<file path="src/rtl/bcd_stopwatch_ctrl.sv">
// Stopwatch sequencer for a 3-digit BCD counter: button edge handling, tick
// prescaler, overflow hold, lap snapshot and a scanned single-digit display bus.
module bcd_stopwatch_ctrl #(
  parameter int TICK_DIV = 10,
  parameter int SCAN_DIV = 4
) (
  input  logic       clk,
  input  logic       rst_n,
  input  logic       btn_ss,
  input  logic       btn_clr,
  input  logic       btn_lap,
  input  logic [3:0] num2,
  input  logic [3:0] num1,
  input  logic [3:0] num0,
  output logic       cnt_en,
  output logic       cnt_rst_n,
  output logic [2:0] disp_an,
  output logic [3:0] disp_val,
  output logic [2:0] state,
  output logic       full
);

  localparam int PW = (TICK_DIV > 1) ? $clog2(TICK_DIV) : 1;
  localparam int SW = (SCAN_DIV > 1) ? $clog2(SCAN_DIV) : 1;
  localparam logic [PW-1:0] PRESC_LAST = PW'(TICK_DIV - 1);
  localparam logic [SW-1:0] SCAN_LAST  = SW'(SCAN_DIV - 1);

  typedef enum logic [2:0] {
    S_IDLE  = 3'd0,
    S_RUN   = 3'd1,
    S_PAUSE = 3'd2,
    S_LAP   = 3'd3,
    S_FULL  = 3'd4
  } state_t;

  state_t        state_q, state_d;
  logic          ss_q, clr_q, lap_q;
  logic          ss_e_q, clr_e_q, lap_e_q;
  logic [PW-1:0] presc_q, presc_d;
  logic [SW-1:0] scan_q, scan_d;
  logic [1:0]    idx_q, idx_d;
  logic [11:0]   snap_q, snap_d;
  logic          cnt_rst_n_q;

  logic          counting;
  logic          terminal;
  logic          at_max;
  logic          do_ss;
  logic          do_lap;
  logic [11:0]   live;
  logic [11:0]   src;

  // Button sampling; the edge itself is registered so it acts one edge later.
  always_ff @(posedge clk) begin
    if (!rst_n) begin
      ss_q    <= 1'b0;
      clr_q   <= 1'b0;
      lap_q   <= 1'b0;
      ss_e_q  <= 1'b0;
      clr_e_q <= 1'b0;
      lap_e_q <= 1'b0;
    end else begin
      ss_q    <= btn_ss;
      clr_q   <= btn_clr;
      lap_q   <= btn_lap;
      ss_e_q  <= btn_ss & ~ss_q;
      clr_e_q <= btn_clr & ~clr_q;
      lap_e_q <= btn_lap & ~lap_q;
    end
  end

  assign live     = {num2, num1, num0};
  assign counting = (state_q == S_RUN) || (state_q == S_LAP);
  assign terminal = counting && (presc_q == PRESC_LAST);
  assign at_max   = (live == 12'h999);
  assign do_ss    = ss_e_q & ~clr_e_q;
  assign do_lap   = lap_e_q & ~clr_e_q & ~ss_e_q;

  always_comb begin
    state_d = state_q;
    presc_d = presc_q;
    snap_d  = snap_q;
    if (counting) begin
      presc_d = (presc_q == PRESC_LAST) ? '0 : presc_q + 1'b1;
    end
    if (clr_e_q) begin
      state_d = S_IDLE;
      presc_d = '0;
      snap_d  = '0;
    end else if (terminal && at_max) begin
      // Holding at 999 instead of wrapping keeps the reading meaningful.
      state_d = S_FULL;
    end else if (do_ss) begin
      case (state_q)
        S_IDLE, S_PAUSE: state_d = S_RUN;
        S_RUN, S_LAP:    state_d = S_PAUSE;
        default:         state_d = state_q;
      endcase
    end else if (do_lap) begin
      case (state_q)
        S_RUN: begin
          state_d = S_LAP;
          snap_d  = live;
        end
        S_LAP:   state_d = S_RUN;
        default: state_d = state_q;
      endcase
    end
  end

  always_comb begin
    scan_d = (scan_q == SCAN_LAST) ? '0 : scan_q + 1'b1;
    idx_d  = idx_q;
    if (scan_q == SCAN_LAST) begin
      idx_d = (idx_q == 2'd2) ? 2'd0 : idx_q + 2'd1;
    end
  end

  always_ff @(posedge clk) begin
    if (!rst_n) begin
      state_q     <= S_IDLE;
      presc_q     <= '0;
      snap_q      <= '0;
      scan_q      <= '0;
      idx_q       <= 2'd0;
      cnt_rst_n_q <= 1'b0;
    end else begin
      state_q     <= state_d;
      presc_q     <= presc_d;
      snap_q      <= snap_d;
      scan_q      <= scan_d;
      idx_q       <= idx_d;
      cnt_rst_n_q <= ~clr_e_q;
    end
  end

  assign src = (state_q == S_LAP) ? snap_q : live;

  always_comb begin
    disp_an  = 3'b001;
    disp_val = src[3:0];
    case (idx_q)
      2'd1: begin
        disp_an  = 3'b010;
        disp_val = src[7:4];
      end
      2'd2: begin
        disp_an  = 3'b100;
        disp_val = src[11:8];
      end
      default: begin
        disp_an  = 3'b001;
        disp_val = src[3:0];
      end
    endcase
  end

  assign cnt_en    = terminal & ~at_max;
  assign cnt_rst_n = cnt_rst_n_q;
  assign state     = state_q;
  assign full      = (state_q == S_FULL);

endmodule

</file>
<file path="config.mk">
export PLATFORM = sky130hd
export DESIGN_NAME = bcd_stopwatch_ctrl
export DESIGN_NICKNAME = d
export VERILOG_FILES = /design/src/rtl/bcd_stopwatch_ctrl.sv
export SDC_FILE = /design/constraint.sdc
export NUM_CORES = 1
export LEC_CHECK = 0
export CORE_MARGIN = 8
export CORE_UTILIZATION = 45
export DETAILED_ROUTE_END_ITERATION = 12
export PLACE_DENSITY = 0.87
export SLEW_MARGIN = 20
export SYNTH_ARGS = -nofsm -noshare
export SYNTH_HDL_FRONTEND = slang
export SYNTH_SLANG_ARGS = --single-unit
</file>
<file path="constraint.sdc">
create_clock -name clk -period 1.3 [get_ports clk]
set_input_delay 0.26 -clock clk [delete_from_list [all_inputs] [get_ports clk]]
set_output_delay 0.26 -clock clk [all_outputs]
set_load 0.05 [all_outputs]
</file>
# [Word-level counts from Yosys, hierarchy flattened]
# Index checks and enable logic that the tools add are counted.
[word_totals] reg_bits=30 input_bits=17 output_inout_bits=13 word_cells=69
[classes] n_addsub=3 eq_ne=11 mux=10 bitwise=16 reduce_logical=16
[ops] cell="$pmux 3 s2" n=3
[ops] cell="$eq 12x12->1 const B" n=1
[ops] cell="$mux 12" n=1
[ops] cell="$mux 3" n=3
[ops] cell="$not 1->1" n=9
[ops] cell="$pmux 4 s2" n=1
[ops] cell="$reduce_or 2->1" n=4
[ops] cell="$and 1x1->1" n=7
[ops] cell="$eq 3x2->1 const B" n=2
[ops] cell="$reduce_and 3->1" n=2
[ops] cell="$reduce_bool 3->1" n=2
[ops] cell="$add 2x1->2 const B" n=2
[ops] cell="$add 4x1->4 const B" n=1
[ops] cell="$eq 2x2->1 const B" n=2
[ops] cell="$eq 4x4->1 const B" n=1
[ops] cell="$mux 4" n=1
[ops] cell="$ne 4x1->1 const B" n=1
[ops] cell="$reduce_and 4->1" n=1
[ops] cell="$reduce_bool 4->1" n=1
[ops] cell="$eq 3x1->1 const B" n=1
[ops] cell="$eq 3x3->1 const B" n=1
[ops] cell="$logic_not 3->1" n=1
[ops] cell="$ne 3x1->1 const B" n=1
[ops] cell="$reduce_or 3->1" n=1
[ops] cell="other kinds (5)" n=6

# [Logic depth before layout (Yosys ltp)]
# Gate-level depths: netlist (run 1).
[depth] depth_word=6 depth_mapped=7 ltp_nobuf=5

# [Worst setup path before layout (run 1)]
# OpenSTA, ideal clock, no wires.
[synth_timing] path_kind="reg-to-output" start="reg state_q[1], in the netlist state[1]" end="out disp_val[0]" arrival_ns=2.433 required_ns=1.040 setup_slack_ns=-1.393 path_stages_with_launch=5 n_path_buf=1 path_cell_list="dfxtp_1 nand3b_1 buf_4 mux2i_1 o21ai_0"
[synth_via] elab_chain_cells=3
[synth_rtl] element="from (decl)" line_no="36" source="state_t state_q, state_d;"
[synth_rtl] element="from (signal assigned)" line_no="128" source="state_q <= state_d;"
[synth_rtl] element="$eq 3x2->1" line_no="137" source="assign src = (state_q == S_LAP) ? snap_q : live;"
[synth_rtl] element="$mux 12" line_no="137"
[synth_rtl] element="$pmux 4 s2" line_no="142" source="case (idx_q)"
[synth_rtl] element="to (decl)" line_no="18" source="output logic [3:0] disp_val,"
# No other way between the ends.

# [Worst setup path in the final report (run 1)]
[layout_timing] start="reg state_q[2], in the netlist state[2]" end="out disp_val[0]"
# Same word-level chain as after synthesis.

==> results of run 1 <==
==> flip-flops by register name, summed over array words and instances, names as in the netlist <==
name,flops
idx_q,2
clr_e_q,1
snap_q,12
lap_e_q,1
presc_q,4
clr_q,1
ss_e_q,1
lap_q,1
cnt_rst_n,1
state,3
scan_q,2
ss_q,1
==> layout make-up <==
| class | count | area share [%] |
|---|---|---|
| Multi-Input combinational cell | 93 | 36.7 |
| Timing Repair Buffer | 72 | 33.0 |
| Sequential cell | 30 | 25.7 |
| Clock buffer | 8 | 2.05 |
| Tap cell | 33 | 1.73 |
| Inverter | 4 | 0.787 |
==> metal layers <==
metal | part of all wire (%) | track usage (%) | up-vias
met5 | 0 | 0 | -
met1 | 38 | 16.3 | 636
met4 | 1.9 | 11.6 | 0
met3 | 5.2 | 5.86 | 8
met2 | 55 | 31.5 | 45
li1 | - | - | 629
==> path summary, 6_finish.rpt <==
check / cells past startpoint / startpoint / to
worst max-delay path: 6 / state[2] / disp_val[0]
worst min-delay path: 3 / num0[1] / snap_q[1]
worst max register to register: 8 / state[0] / snap_q[7]
worst min register to register: 1 / ss_q / ss_e_q
==> synth_stat cells <==
cell type / n
dfxtp_1: 30
mux2i_1: 14
a22o_1: 12
nor2b_1: 8
o21ai_0: 8
a21oi_1: 4
and2_1: 4
ha_1: 4
nand2_1: 4
nor2_1: 4
o22a_1: 4
and2b_1: 3
buf_4: 3
inv_1: 3
nor3b_1: 3
and4bb_2: 2
nand3_1: 2
nor3_1: 2
o21a_1: 2
xor2_1: 2
a211oi_1: 1
a31o_4: 1
and3_4: 1
and3b_1: 1
buf_6: 1
inv_2: 1
nand2b_1: 1
nand3b_1: 1
nand3b_2: 1
nor3b_4: 1
nor4b_4: 1
nor4bb_1: 1
xnor2_1: 1
==> worst reg2reg max path: stages, from the launching register on <==
cell and delay, ns:
dfxtp_4 0.35, buf_6 0.14, nand3b_2 0.13, nor3b_4 0.23
buf_4 0.14, buf_4 0.12, a21oi_1 0.09, buf_4 0.17
a22o_1 0.19
==> where the power goes <==
group | total [W] | leakage [nW] | switching, W | internal, W
clock network | 0.000539 | 0.0265 | 0.000324 | 0.000215
logic | 0.000487 | 0.790 | 0.000228 | 0.000259
registers | 0.000964 | 0.248 | 0.0000198 | 0.000944
total | 0.00199 | 1.06 | 0.000572 | 0.00142
==> through the flow <==
stage          std cells  TNS [ns]  hold WS (ns)  power [W]  utilization (%)
4_1_cts              240     -8.86         0.370    0.00200             79.1
5_1_grt              240    -10.04         0.321    0.00209             79.5
6_report             240     -8.46         0.321    0.00199             79.5
3_3_place_gp         227     -9.09         0.372    0.00143             74.4
2_1_floorplan        131     -3.20         0.367    0.00121                -
3_5_place_dp         227    -11.35         0.375    0.00145             74.4
==> repair_timing <==
action / 4_1_cts / 5_1_grt
setup buffers: 5 / 2
gates resized for setup: 20 / 6
pin swaps: 9 / 3
endpoints found under the setup margin: 26 / 27
==> kinds of logic after synthesis <==
group,after synthesis
buf+inv,8
fa+ha+maj,4
compound gates,32
mux,14
flops,30
xor+xnor,3
simple gates,40
==> impl.org, run 1 <==
** Place
- Port-buffer cells :: 29
- Pre-CTS worst setup slack :: -0.667 ns
- Total placed instance area :: 2230 um^2
- Detailed placement finished with a half-perimeter wire length of 3130 um.
- Routability cong. :: 0.911

** Logic synthesis
- For this run, the number of Yosys warnings is 0.
- Xor and xnor area share after synthesis :: 1.88%
- After synthesis the cells add up to 1400 um^2.
- Simple-Gate Fraction of Synth Area :: 20.9%
- The biggest area contributor in the post-synthesis netlist is dfxtp_1.
- Syn Inst Count :: 131
- Share of synthesized area occupied by flip-flops and latches :: 42.9%
- Flip-flop and latch count after synthesis :: 30
- Largest family of logic cells by synthesized area :: simple AND/OR/NAND/NOR gates
- After synthesis, the netlist uses 33 different library cells.
- After synthesis, the mean cell area works out to 10.7 um^2.
- After Yosys synthesis, full adders, half adders and majority gates account for 3.58% of the synthesized area.
- Sorting the synthesized cells by area gives the leading types as dfxtp_1, mux2i_1, a22o_1.
- Post-Synthesis Net Count :: 152
- Of the post-synthesis cell area, the part taken by muxes is 10.0%.
- Yosys top cell area share :: 42.9%
- The synthesized netlist devotes 17.2% of its cell area to compound gates.

** Worst setup path
- Delay of the slowest cell on the worst path :: 0.35 ns
- Reg2Reg Setup Slack :: -0.35 ns
- The worst setup path is launched from a flip-flop.
- For the worst setup path, the data required time is 1.04 ns.
- Critical path class :: flip-flop to output pin
- Counting stages on the worst path, the most repeated cell is buf_12.
- CP arrival :: 1.69 ns
- CP delay by family, top :: flip-flops
- Cells along the critical path :: nand3b_1 -> buf_12 -> mux2i_1 -> o22a_1 -> o21ai_4 -> buf_12
- Critical path buffers and inverters :: 2
- In this run the worst path has a maximum fanout of 12.
- Master of the slowest instance on the critical path :: dfxtp_4
- Worst Setup End Kind :: output pin

** CTS
- Root buffer selected by CTS :: clkbuf_4
- The clock tree synthesis step divided the H-tree into 2 levels.
- Reg clk slew, reported paths :: 0.10 ns
- Maximum buffer depth of the clock tree :: 2
- In this run, CTS created clock tree buffers numbering 5.
- Clk Latency, worst-skew pair :: 0.34 ns
- TritonCTS clock tree :: done
- Hold buffer count at CTS :: 0
- Clock sink total :: 30

** Hold path
- The min-delay analysis places its worst path in the category input pin to flip-flop.

** Global routing
- GRT Residual Overflow :: 0
- The first global-routing pass estimated 6930 um of wire.
- The via count of the first global-routing pass was 1487.
- Maximum number of pins on one net before global-route repair :: 13
- Global routing used 17.4% of the available tracks.
- Number of antenna violations at the first check in global routing :: 0

** Routing
- DRT Pass-1 Iters :: 4
- In this run the remaining antenna-violating nets after routing total 0.
- Detailed-route wire length :: 4380 um
- The first routing iteration left 92 violations.
- Vias after detailed routing :: 1318
- Mean number of vias per cell :: 5.49
- DR WL/cell :: 18.2 um
- For this run, design rule violations remaining after detail routing come to 0.

** Pwr
- Summed over all cells, the static leakage comes to 1.06 nW.
- Power spread over the standard cell area amounts to 834 nW/um^2.
- Maximum resistive drop on vdd :: 0.720 mV

** Final layout
- After routing the design area is 2390 um^2.
- Fill cells in the final layout number 177.
- Summing all multi-input logic gate instances after layout gives 876 um^2.
- Leading cell types in the layout, fill and taps excluded :: buf_4, dfxtp_1, mux2i_1, buf_12, a22o_1
- Fraction of layout instances using a drive strength above 1 :: 44.4%
- Most common cell after layout, fill and taps aside :: buf_4
- N_diodes :: 0
- Relative area change from synthesis to final layout :: 70.6%
- Summing all flip-flop and latch instances after layout gives 614 um^2.
- At the end of the flow, the number of nets in the layout was 227.

** STA
- Worst Slack Setup Final :: -0.650 ns
- Final Critical Period :: 1.95 ns
- Across the routed clock network, the largest skew measured is 0.00978 ns.
- The number of max-slew violations in the final report is 0.
- The final-report hold violation count is 0.
- In this run the tightest slew margin relative to its limit is 80.7%.
- Setup repair after global routing missed its margin :: true
- At the pin with the least slew margin, the transition time is 0.281 ns.
- Highest attainable clock frequency :: 513 MHz
- # setup viols final :: 25
- Share of the cycle needed by the critical path after routing :: 150%

** Status
- Violated checks :: negative setup slack
- The run finished, with violations left.

** Floorplan
- Starting density of the core :: 46.6%
- IO Count :: 30
- Total Die Area :: 5150 um^2
- The region available for standard cell placement spans 3000 um^2.
- The die is 71.8 um wide.
- The die is 71.8 um tall.
- Num rows :: 20

** Run
- The tool flagged a number of max-cap violations equal to 0.
No activity file was read; power rests on OpenSTA's default activity.
==> run 2: changes to the inputs <==
HOLD_SLACK_MARGIN = 0.15   (was default)
==> results of run 2 <==
Final layout, timing and power as in run 1 (identical DEF).
